## src/rtl/dco_counter.sv

```systemverilog
// Digitally controlled oscillator built from a half-period counter.
// The loop-filter code retunes the half-period only at output toggles.
module dco_counter #(
  parameter int                   DCO_CC_WIDTH = 5,
  parameter int                   CNT_WIDTH    = 8,
  parameter logic [CNT_WIDTH-1:0] CENTRE_HP    = 8'd50,
  parameter logic [CNT_WIDTH-1:0] MIN_HP       = 8'd4,
  parameter logic [CNT_WIDTH-1:0] MAX_HP       = 8'd200
) (
  input  logic                           gen_clk_i,
  input  logic                           reset_i,
  input  logic                           enable_i,
  input  logic signed [DCO_CC_WIDTH-1:0] dco_cc_i,
  output logic                           dco_clk_o,
  output logic                           dco_rise_o,
  output logic        [CNT_WIDTH-1:0]    half_period_o,
  output logic                           sat_o
);

  localparam int TW = CNT_WIDTH + 2;

  localparam logic signed [TW-1:0] CENTRE_S = {2'b00, CENTRE_HP};
  localparam logic signed [TW-1:0] MIN_S    = {2'b00, MIN_HP};
  localparam logic signed [TW-1:0] MAX_S    = {2'b00, MAX_HP};
  localparam logic [CNT_WIDTH-1:0] ONE      = 1;

  typedef enum logic {IDLE, RUN} state_e;

  state_e               state_q, state_d;
  logic [CNT_WIDTH-1:0] cnt_q, cnt_d;
  logic [CNT_WIDTH-1:0] hp_q, hp_d;
  logic                 clk_q, clk_d;
  logic                 rise_q, rise_d;
  logic                 sat_q, sat_d;

  logic signed [TW-1:0]  cc_ext;
  logic signed [TW-1:0]  target;
  logic [CNT_WIDTH-1:0]  hp_new;
  logic                  sat_new;
  logic                  tc;

  // Two extra bits keep CENTRE_HP - code from wrapping before the clamp.
  always_comb begin
    cc_ext  = TW'(dco_cc_i);
    target  = CENTRE_S - cc_ext;
    hp_new  = target[CNT_WIDTH-1:0];
    sat_new = 1'b0;
    if (target < MIN_S) begin
      hp_new  = MIN_HP;
      sat_new = 1'b1;
    end else if (target > MAX_S) begin
      hp_new  = MAX_HP;
      sat_new = 1'b1;
    end
  end

  assign tc = (cnt_q == hp_q - ONE);

  always_comb begin
    state_d = state_q;
    cnt_d   = cnt_q;
    hp_d    = hp_q;
    clk_d   = clk_q;
    rise_d  = 1'b0;
    sat_d   = sat_q;
    unique case (state_q)
      IDLE: begin
        cnt_d = '0;
        clk_d = 1'b0;
        if (enable_i) begin
          state_d = RUN;
          hp_d    = hp_new;
          sat_d   = sat_new;
        end
      end
      RUN: begin
        if (!tc) begin
          cnt_d = cnt_q + ONE;
        end else if (enable_i) begin
          cnt_d  = '0;
          clk_d  = ~clk_q;
          rise_d = ~clk_q;
          hp_d   = hp_new;
          sat_d  = sat_new;
        end else begin
          cnt_d   = '0;
          clk_d   = 1'b0;
          state_d = IDLE;
        end
      end
      default: state_d = IDLE;
    endcase
  end

  always_ff @(posedge gen_clk_i) begin
    if (reset_i) begin
      state_q <= IDLE;
      cnt_q   <= '0;
      hp_q    <= CENTRE_HP;
      clk_q   <= 1'b0;
      rise_q  <= 1'b0;
      sat_q   <= 1'b0;
    end else begin
      state_q <= state_d;
      cnt_q   <= cnt_d;
      hp_q    <= hp_d;
      clk_q   <= clk_d;
      rise_q  <= rise_d;
      sat_q   <= sat_d;
    end
  end

  assign dco_clk_o     = clk_q;
  assign dco_rise_o    = rise_q;
  assign half_period_o = hp_q;
  assign sat_o         = sat_q;

endmodule

```

## config.mk

```make
export PLATFORM = sky130hd
export DESIGN_NAME = dco_counter
export DESIGN_NICKNAME = d
export VERILOG_FILES = /design/src/rtl/dco_counter.sv
export SDC_FILE = /design/constraint.sdc
export NUM_CORES = 1
export LEC_CHECK = 0
export BUFFER_PORTS_ARGS = -buffer_cell sky130_fd_sc_hd__buf_2
export CAP_MARGIN = 25
export CORE_MARGIN = 2
export CORE_UTILIZATION = 54
export CTS_CLUSTER_SIZE = 16
export DETAILED_ROUTE_END_ITERATION = 12
export PLACE_DENSITY_LB_ADDON = 0.1
export SYNTH_ARGS = -nofsm -noshare
export SYNTH_HDL_FRONTEND = slang
export SYNTH_SLANG_ARGS = --single-unit
export TNS_END_PERCENT = 30
```

## constraint.sdc

```tcl
create_clock -name gen_clk_i -period 3.47 [get_ports gen_clk_i]
set_input_delay 0.694 -clock gen_clk_i [delete_from_list [all_inputs] [get_ports gen_clk_i]]
set_output_delay 0.694 -clock gen_clk_i [all_outputs]
set_load 0.1 [all_outputs]
```

* After elaboration in Yosys (flattened, before gate mapping)
Index checks and enable logic that the tools add are counted.
** Storage, ports and cells
- Bits in registers :: 20
- Input port bits :: 8
- Output and inout bits :: 11
** Operators by class
- Add/sub/neg operators :: 3
- Magnitude comparators :: 2
- Eq/ne operators :: 2
- Multiplexer cells :: 18
- Bitwise operators :: 3
- Reductions and logical operators :: 1
** Operators by type and width (count)
- 8-bit 2-to-1 mux :: 5
- 8-bit case mux with 2 select lines :: 2
- 8-bit by 9-bit greater-than comparator with 1-bit output (second input constant) :: 1
- 8-bit by 1-bit adder with 8-bit output (second input constant) :: 1
- 8-bit == test :: 1
- 8-bit by 4-bit less-than comparator with 1-bit output (second input constant) :: 1
- 1-bit 2-to-1 mux :: 8
- 7-bit by 5-bit subtractor with 8-bit output (first input constant) :: 1
- 8-bit by 1-bit subtractor with 8-bit output (second input constant) :: 1
- 1-bit case mux with 2 select lines :: 3
- 1-bit inverter :: 3
- 3-bit OR reduction :: 1
- 2-bit by 1-bit != test with 1-bit output (second input constant) :: 1

* Depth between registers and ports, before layout
- Depth in word-level cells :: 7
- Mapped depth :: 11
- Mapped depth without buffers :: 8

* Worst setup path after synthesis
Ideal clock, no wire load.
- Path kind :: flip-flop to flip-flop
- From :: reg hp_q[0] (netlist: half_period_o[0])
- To :: reg hp_q[2] (netlist: half_period_o[2])
- Setup time :: 0.121 ns
- Data arrival time :: 3.135 ns
- Data required time :: 3.349 ns
- Slack :: 0.214 ns
- Stages on the path, launching flop included :: 11
- Cell sequence :: dfxtp_1 buf_6 inv_1 ha_1 buf_4 o21bai_1 a2111oi_1 nor3_2 a2111oi_4 o21ai_4 mux2_4
** Between the ends
- Word-level cells in the longest chain between the ends :: 3
** RTL lines
- start: declaration :: line 31 : logic [CNT_WIDTH-1:0] hp_q, hp_d;
- start signal: assignment :: line 106 : hp_q <= hp_d;
- 8-bit by 1-bit subtractor with 8-bit output :: line 57 : assign tc = (cnt_q == hp_q - ONE);
- 8-bit == test :: line 57
- 2-bit by 1-bit != test with 1-bit output (no source line)
No other way between the ends.
A chain may end at the register's enable or synchronous reset.

* Worst setup path after layout
- From :: reg hp_q[0] (netlist: half_period_o[0])
- To :: reg hp_q[3] (netlist: half_period_o[3])
Same word-level chain as after synthesis.

==> run metrics <==
fin. max-slew vios=0; largest net degree at the start of global routing=17; Worst EP arrival=around 3.0 ns; 1st-iter DRT viols=8; antenna cells=0; Mapped Cells=about 120; fin crit period=roughly 2.8 ns; Hold Fails Final Rpt=0; Post-Syn Area=1150 um^2; Max Cap Violations=0; Mapped Avg Cell Area=9.38 um^2; most common cell after layout, fill and taps aside=dfxtp_1; WP buf/inv=1; clock-pin slew on the worst setup and hold paths=around 0.10 ns; setup TNS=0 ns; clk_lat worst skew=approximately 0.29 ns; fillers=between 150 and 200; crit path kind=reg2reg; Die X=around 50 um; Power Total=445 uW; post-CTS resize count=0; Routed Antenna Nets=0; gr usage total=18.7%; most frequent cells in the layout=dfxtp_1, nor2_1, buf_2; synth warn=0; Ports=19; syn_nets=~130; row cnt=16; PortBufs=17; clock buffer depth=2; Routed WL=between 2000 and 2500 um; CORE AREA=about 2000 um^2; Cell variety after synth=42; EDFF count, synth=0; Vias/cell=5.28; slowest cell on the critical path=dfxtp_1; CP Cell Sequence=inv_1 > ha_1 > o21bai_1 > a2111oi_1 > nor3_2 > a2111oi_4 > o21ai_4 > mux2_4; worst r2r src=half_period_o[0]; run status=complete, no violations; Rel. slew slack=a little over half; H-tree levels=1; Worst-Margin Slew=about 0.69 ns; max incr delay on CP=~0.53 ns; Worst Path Max Fanout=10; kind of cell adding the most delay to the critical path=compound AO/OA/AOI/OAI gates; area grow syn2layout=9.11%; most used flip-flop cell after synthesis=dfxtp_1; sequential share of the synthesized area=33.0%; layout cells sized above 1=approximately a fifth; Root Driver=clkbuf_4; TritonCTS buffer count=3; Die Y-Extent=~50 um; first-pass GRT wire length=approximately 3600 um; CTS tree=built; TritonCTS sink count=19; HP Class=reg2reg; Pleak=between 0.5 and 0.6 nW; drt wl/cell=12.4 um; Final Setup Violations=0; DR pass1 iterations=4; top cell type's share of synthesized area=between 30 and 40%; CP startpoint kind=register; maximum vdd drop=roughly 300 uV; Critical Path RT=between 3 and 4 ns; PwrDens=between 300 and 400 nW/um^2; fmax=about 360 MHz; starting density of the core=roughly three fifths; Placer Congestion=0.851; nets@finish=150; number of global-route vias before repair=around 830; RSZ-0062 raised after global routing=false; post-synthesis register bit count=19; Post-route DRC=0; leading area contributor after synthesis=dfxtp_1; hold_sp=cnt_q[0]; die area=about 2500 um^2; Post-synth ARST share=0%; postcts setup bufs=0; Clock Skew=0.00415 ns; post-route clock period utilization=80.1%; hpwl dp=1590 um; Crit. Startpoint=half_period_o[0]; initial antenna violation count=0; hold buffer count at CTS=0; leading cell types by total area after synthesis=dfxtp_1, xor2_1, nor2_1; CP Capture Type=register; via count=between 800 and 900; gr ovfl total=0
==> metal layers <==
metal	global-route usage (%)	part of all wire [%]	vias to the layer above
met5	0	0	-
met2	28.3	45	11
met4	6.94	0.58	0
met3	3.57	2.8	2
li1	-	-	458
met1	26.3	52	400
==> synth_stat cells (2+ instances only) <==
| cell type | n |
|---|---|
| dfxtp_1 | 19 |
| nor2_1 | 17 |
| xor2_1 | 10 |
| xnor2_1 | 7 |
| nand3_1 | 6 |
| nor2b_1 | 5 |
| a21oi_1 | 4 |
| inv_1 | 4 |
| mux2i_1 | 4 |
| ha_1 | 3 |
| mux2_4 | 3 |
| nand2_1 | 3 |
| nand2b_1 | 3 |
| nor3_1 | 3 |
| and3_1 | 2 |
| buf_2 | 2 |
| buf_4 | 2 |
| nor3b_1 | 2 |
==> cell families after synthesis <==
logic type,after synthesis,share of synthesized area (%)
buf+inv,10,4.77
mux,7,7.38
other cells,1,0.325
simple gates,51,26.4
flops,19,33.0
compound gates,15,12.0
fa+ha+maj,3,3.25
xor+xnor,17,12.9
==> registers in the layout, indices dropped and copies added (netlist names) <==
signal / count
sat_o: 1
dco_clk_o: 1
cnt_q: 8
dco_rise_o: 1
half_period_o: 7
state_q: 1
==> cell type report <==
| cell class | count | area, um^2 | share of cell area (%) |
|---|---|---|---|
| tap | 27 | 33.8 | 2.68 |
| inverter | 4 | 15.0 | 1.19 |
| sequential | 19 | 380 | 30.2 |
| timing repair buffer | 17 | 85.1 | 6.76 |
| clock buffer | 4 | 26.3 | 2.09 |
| multi-input combinational | 94 | 718 | 57.1 |
==> worst paths after layout <==
check / to / slack (ns) / cells after the start
max: half_period_o[3] / 0.69 / 8
min reg2reg: cnt_q[0] / 0.49 / 1
max reg2reg: half_period_o[3] / 0.69 / 8
min: cnt_q[0] / 0.49 / 1
==> metrics by stage <==
stage	cell area (um^2)	std cells	worst slack (ns)	utilization, %	hold slack [ns]
CTS	1260	165	0.695	63.5	0.486
finish	1260	165	0.691	63.5	0.485
global placement	1230	161	0.831	62.2	0.454
global route	1260	165	0.454	63.5	0.534
detailed placement	1230	161	0.731	62.2	0.467
floorplan	1150	123	0.214	-	0.436
==> where the power goes <==
part / total [mW] / leakage [nW] / switching (mW) / internal (mW)
registers: 0.236 / 0.155 / 0.0115 / 0.225
clock network: 0.108 / 0.0150 / 0.0630 / 0.0446
logic: 0.101 / 0.341 / 0.0707 / 0.0305
Note: power is estimated with default switching activity, not from simulation.
